===== src/rtl/imem_arbiter.sv =====
// Single-port instruction memory arbiter: the program loader (writes) has priority
// over core fetch (reads), bounded by a starvation guard; fetch data returns 1 cycle later.
module imem_arbiter #(
    parameter int addr_width_p     = 10,
    parameter int max_load_burst_p = 4,
    parameter int instr_width_p    = 32
) (
    input  logic                     clk,
    input  logic                     reset,
    input  logic                     load_v_i,
    input  logic [addr_width_p-1:0]  load_addr_i,
    input  logic [instr_width_p-1:0] load_instr_i,
    output logic                     load_ready_o,
    input  logic                     fetch_v_i,
    input  logic [addr_width_p-1:0]  fetch_addr_i,
    output logic                     fetch_ready_o,
    output logic                     fetch_data_v_o,
    output logic [instr_width_p-1:0] fetch_instr_o,
    output logic [addr_width_p-1:0]  mem_addr_o,
    output logic [instr_width_p-1:0] mem_instr_o,
    output logic                     mem_wen_o,
    input  logic [instr_width_p-1:0] mem_instr_i,
    output logic                     busy_o
);

    localparam int cnt_w_lp = $clog2(max_load_burst_p + 1);
    localparam logic [cnt_w_lp-1:0] cnt_max_lp = cnt_w_lp'(max_load_burst_p);

    typedef enum logic [1:0] {
        S_IDLE  = 2'd0,
        S_LOAD  = 2'd1,
        S_FETCH = 2'd2
    } grant_e;

    grant_e                grant_d, grant_q;
    logic [cnt_w_lp-1:0]   starve_d, starve_q;
    logic                  fetch_data_v_q;
    logic                  busy_q;

    // Arbitration: loader wins until fetch has waited max_load_burst_p grants.
    always_comb begin
        grant_d  = S_IDLE;
        starve_d = '0;
        if (load_v_i && fetch_v_i) begin
            if (starve_q < cnt_max_lp) begin
                grant_d  = S_LOAD;
                starve_d = starve_q + cnt_w_lp'(1);
            end else begin
                grant_d  = S_FETCH;
                starve_d = '0;
            end
        end else if (load_v_i) begin
            grant_d  = S_LOAD;
            starve_d = '0;
        end else if (fetch_v_i) begin
            grant_d  = S_FETCH;
            starve_d = '0;
        end else begin
            grant_d  = S_IDLE;
            starve_d = '0;
        end
    end

    // Memory pins and handshakes; nothing is granted while reset is held.
    always_comb begin
        load_ready_o  = 1'b0;
        fetch_ready_o = 1'b0;
        mem_wen_o     = 1'b0;
        mem_addr_o    = fetch_addr_i;
        mem_instr_o   = '0;
        if (reset) begin
            load_ready_o  = 1'b0;
            fetch_ready_o = 1'b0;
        end else begin
            case (grant_d)
                S_LOAD: begin
                    load_ready_o = 1'b1;
                    mem_wen_o    = 1'b1;
                    mem_addr_o   = load_addr_i;
                    mem_instr_o  = load_instr_i;
                end
                S_FETCH: begin
                    fetch_ready_o = 1'b1;
                end
                default: begin
                    load_ready_o  = 1'b0;
                    fetch_ready_o = 1'b0;
                end
            endcase
        end
    end

    // Grant history, starvation counter and registered status outputs.
    always_ff @(posedge clk or posedge reset) begin
        if (reset) begin
            grant_q        <= S_IDLE;
            starve_q       <= '0;
            fetch_data_v_q <= 1'b0;
            busy_q         <= 1'b0;
        end else begin
            grant_q        <= grant_d;
            starve_q       <= starve_d;
            fetch_data_v_q <= (grant_d == S_FETCH);
            busy_q         <= (grant_d == S_LOAD);
        end
    end

    // The memory registers its read data, so it already lines up with data_v.
    assign fetch_instr_o  = mem_instr_i;
    assign fetch_data_v_o = fetch_data_v_q;
    assign busy_o         = busy_q;

endmodule


===== config.mk =====
export PLATFORM = sky130hd
export DESIGN_NAME = imem_arbiter
export DESIGN_NICKNAME = d
export VERILOG_FILES = /design/src/rtl/imem_arbiter.sv
export SDC_FILE = /design/constraint.sdc
export NUM_CORES = 1
export LEC_CHECK = 0
export ABC_AREA = 1
export ABC_CLOCK_PERIOD_IN_PS = 2400
export CAP_MARGIN = 20
export CORE_MARGIN = 2
export CORE_UTILIZATION = 22
export DETAILED_ROUTE_END_ITERATION = 7
export PLACE_DENSITY = 0.95
export SKIP_LAST_GASP = 1
export SYNTH_ARGS = -nofsm -noshare
export SYNTH_HDL_FRONTEND = slang
export SYNTH_SLANG_ARGS = --single-unit
export TNS_END_PERCENT = 10

===== constraint.sdc =====
create_clock -name clk -period 2.4 [get_ports clk]
set_clock_uncertainty 0.15 [all_clocks]
set_input_delay 0.48 -clock clk [delete_from_list [all_inputs] [get_ports clk]]
set_output_delay 0.48 -clock clk [all_outputs]
set_load 0.005 [all_outputs]

# Word-level counts from Yosys, hierarchy flattened
# Index checks and enable logic that the tools add are counted.
word_totals:
  register_bits: 5
  latchBits: 0
  ram_bits: 0
  rom_bits: 0
  in_bits: 88
  output_inout_bits: 79
  mem_count: 0
op_classes:
  add_sub_neg: 1
  multipliers: 0
  div_mod_pow: 0
  order_cmp: 1
  eq_ne: 2
  shifts: 0
  mux: 14
  n_bitwise: 0
  n_reduce_logical: 1
op_table:
  columns: ["op", "n"]
  rows:
  - ["$mux W32", 2]
  - ["$mux W10", 2]
  - ["$mux W2", 4]
  - ["$mux W3", 2]
  - ["$mux W1", 4]
  - ["$add A3 B1 Y3 const B", 1]
  - ["$lt A3 B3 Y1 const B", 1]
  - ["$eq A2 B1 Y1 const B", 1]
  - ["$eq A2 B2 Y1 const B", 1]
  - ["$logic_and A1 B1 Y1", 1]

# Depth between registers and ports, before layout
depth:
  word_depth: 6
  ltp_mapped: 5
  ltp_nobuf: 4

# Worst setup path after synthesis
# No wires, ideal clock.
synth_timing:
  path_kind: "input -> output"
  start: "in reset"
  end: "out mem_wen_o"
  arrival_time_ns: 1.029
  required_time_ns: 1.770
  path_slack_ns: 0.741
  cell_stages: 5
  n_path_buf: 2
  path_cell_list: "inv_1 nand3_4 buf_6 inv_1 buf_4"
synth_via:
  elab_chain_len: 1
synth_rtl:
  columns: ["element", "line_no", "rtl"]
  rows:
  - ["start, declared", "9", "input logic reset,"]
  - ["$mux W1", null, null]
  - ["end, declared", "21", "output logic mem_wen_o,"]
# Every way passes these cells.

# Worst setup path in the final report
layout_timing:
  start: "in fetch_v_i"
  end: "out mem_addr_o[4]"
layout_via:
  elab_chain_len: 6
  elab_cells_between_ends: 7
  classes_between: "1 x eq/ne; 5 x mux; 1 x reduce/logical"
layout_rtl:
  columns: ["element", "line_no", "rtl"]
  rows:
  - ["start, declared", "14", "input logic fetch_v_i,"]
  - ["$mux W2", "55", "end else if (fetch_v_i) begin"]
  - ["$mux W2", "52", "end else if (load_v_i) begin"]
  - ["$mux W2 *", "44", "if (load_v_i && fetch_v_i) begin"]
  - ["$eq A2 B1 Y1 *", "75", "case (grant_d)"]
  - ["$mux W10 *", "75", null]
  - ["$mux W10 *", "71", "if (reset) begin"]
  - ["end, declared", "19", "output logic [addr_width_p-1:0] mem_addr_o,"]
# Mark *: on every way between the ends. The rest lies on a longest branch, timed or not.

==> metrics.md <==
| Metric | Value |
|---|---|
| Total wire length | about 2900 um |
| Crit Path Class | in2out |
| Residual DRC | 0 |
| CTS Buf Count | 3 |
| Clk pin slew, worst setup/hold paths | around 0.04 ns |
| Failing checks | negative setup slack |
| Worst Setup SP | fetch_v_i |
| Ys Warns | 0 |
| Htree depth | 1 |
| Hold_sp | starve_q[0]$_DFF_PP0_ |
| Grt peak-use layer | met2 |
| Max clock buf depth | 2 |
| Setup violators final | 38 |
| Synth Register Bits | 5 |
| Clock Tree Root | clkbuf_8 |
| Syn Area/Cell | ~5.9 um^2 |
| Static leakage | 0.983 nW |
| Mapped Cells | 157 |
| Post-CTS Setup Bufs | 0 |
| Startpoint types | input port |
| 1st-iter DRT viols | 14 |
| CTS tree | built |
| Ys flop type | dfrtp_1 |
| Tot GR Track Use | between 10% and 20% |
| Worst hold path class | reg2reg |
| Crit. End Element | primary output |
| Fraction of registers with async set/reset | 100% |
| Netlist Area Pre-Place | approximately 930 um^2 |
| Vias in the first global route | approximately 1,100 |
| Per-cell routed wire length | between 10 and 15 um |
| Die area | between 4000 and 5000 um^2 |
| Fin crit period | 2.57 ns |
| Max frequency | a little under 400 MHz |
| WHS Path Cells | 1 |
| Setup TNS | -5.69 ns |
| Status | complete, but fails checks |
| Final Hold Fails | 0 |
| TritonCTS Sinks | 5 |
| Number of enable flip-flop cells after synthesis | 0 |
| GRT overflow | 0 |
| Die Ht | around 70 um |
| First-pass GRT wire length | approximately 4700 um |
| Synth top area share | between 20% and 30% |
| Slew Limit Fails | 0 |
| Die width | 69.1 um |
| GR Util met3 | under 10% |
| Dpl hpwl | between 2000 and 2500 um |
| GRT met1 Usage | roughly a tenth |
| Worst r2r path cells | 4 |
| Core area | a little over 4000 um^2 |
| Router iterations before antenna repair | 4 |
| Num rows | 23 |
| Crit share post-route | 107% |
| Crit-path max FO | 21 |
| Cts-stage hold buffer count | 0 |
| Post-synthesis sequential area ratio | between 10% and 20% |
| I/O Buffers | roughly 100 |
| Yosys top cell by area | buf_4 |
| Antenna violations before repair | 0 |
| I/O pins | around 170 |
| Vias | 1,112 |
| Share of layout cells above drive strength 1 | 12.0% |
| Final worst setup slack | -0.173 ns |
| Worst Max-Slew Pin Slew | slightly above 0.2 ns |
| Worst r2r src | starve_q[2]$_DFF_PP0_ |
| Top-count cell post-synth | inv_1 |
| Synth unique cells | 13 |
| Antenna viol nets, final | 0 |
| Post-synth top cells | inv_1, buf_4, nor2_1 |
| Initial core utilization | 23.1% |
| Placer Congestion | roughly 0.70 |
| # diodes | 0 |
| Critical Path AT | roughly 1.9 ns |
| DR vias/cell | approximately 3.9 |
| Top post-synthesis cells by area | buf_4, inv_1, dfrtp_1, nor2_1, nand2_1 |
| Worst-Skew Late Latency | approximately 0.23 ns |
| GRT met2 Usage | between 20% and 30% |
| Layout area overhead | 102% |
| Max Cap Violations | 0 |
| Pin count of the biggest net entering global routing | 23 |
| RSZ-0062 raised after global routing | true |
| Hold slack | around 0.27 ns |
| Maximum vdd drop | between 0.2 and 0.3 mV |
| Max transition margin | around 86% |
| Crit path required time | around 1.8 ns |
| Nets | around 320 |
| Syn_nets | 246 |
| PD cells | between 200 and 300 nW/um^2 |
-- power by group --
group | leakage [nW] | total, mW | switching [mW] | internal [mW]
clock | 0.0228 | 0.160 | 0.0458 | 0.114
sequential | 0.0654 | 0.0892 | 0.00116 | 0.0881
combinational | 0.895 | 0.255 | 0.0813 | 0.174
-- area by class of cell --
class | instances | area (um^2)
Timing Repair Buffer | 113 | 1150
Fill cell | 406 | 2150
Multi-Input combinational cell | 73 | 353
Sequential cell | 5 | 125
Tap cell | 50 | 62.6
Inverter | 39 | 146
Clock buffer | 4 | 45.0
-- routing by layer --
metal / share of wire [%] / up-vias / wire length [um]
met1: 33 / 461 / 954
met2: 52 / 76 / 1530
met4: 2.0 / 0 / 57
li1: - / 569 / -
met5: 0 / - / 0
met3: 13 / 6 / 370
-- worst paths after layout --
| path | end | slack, ns |
|---|---|---|
| min in group asynchronous | starve_q[0]$_DFF_PP0_ | 0.63 |
| setup reg to reg | starve_q[1]$_DFF_PP0_ | 1.36 |
| hold reg to reg | starve_q[0]$_DFF_PP0_ | 0.27 |
| hold / removal | starve_q[0]$_DFF_PP0_ | 0.27 |
| setup / recovery | mem_addr_o[4] | -0.17 |
| max in group asynchronous | fetch_data_v_o$_DFF_PP0_ | 1.36 |
-- worst max-delay path, stage by stage --
cell and delay, ns:
clkdlybuf4s50_1 0.50, nand2_2 0.09, nand3_4 0.11, buf_12 0.16, nand2_1 0.05, nand2_1 0.05, clkdlybuf4s50_1 0.50
-- state kept, by name, indices dropped and copies added (netlist names) --
| signal | count |
|---|---|
| starve_q | 3 |
| fetch_data_v_o | 1 |
| busy_o | 1 |
-- what timing repair did --
action                     CTS  global route
cloned                       0             1
gates resized for setup      4             5
setup endpoints to repair   45            42
-- cells by family after synthesis --
kind of cell	count (synthesis)	synth area share [%]
buf+inv	79	48.7
flops	5	13.4
simple gates	72	36.5
fa+ha+maj	1	1.34
-- metrics by stage --
step	cells	cell area, um^2	power (mW)	worst slack, ns	utilization, %
after floorplan	157	932	0.206	0.741	-
after global placement	279	1810	0.342	-0.186	44.9
after detailed placement	279	1810	0.346	-0.208	44.9
after CTS	283	1850	0.510	-0.213	45.9
after global routing	284	1880	0.536	-0.268	46.7
final	284	1880	0.505	-0.173	46.7
-- cells in the final DEF, fill, tap and decap left out --
cell type / netlist / routed
dfrtp_1: 5 / 5
nand4_1: 10 / 10
nor2_2: 11 / 11
nand2_1: 22 / 22
buf_12: 0 / 2
nor2_1: 26 / 26
clkbuf_8: 0 / 3
dlygate4sd2_1: 0 / 4
dlymetal6s2s_1: 0 / 4
clkbuf_1: 0 / 1
nand3_4: 1 / 1
inv_2: 0 / 1
ha_1: 1 / 1
clkdlybuf4s50_1: 0 / 94
nor3_1: 1 / 1
nand2_2: 1 / 1
clkbuf_16: 0 / 1
inv_1: 39 / 38
buf_4: 33 / 8
Power figures use the tool's default switching activity.
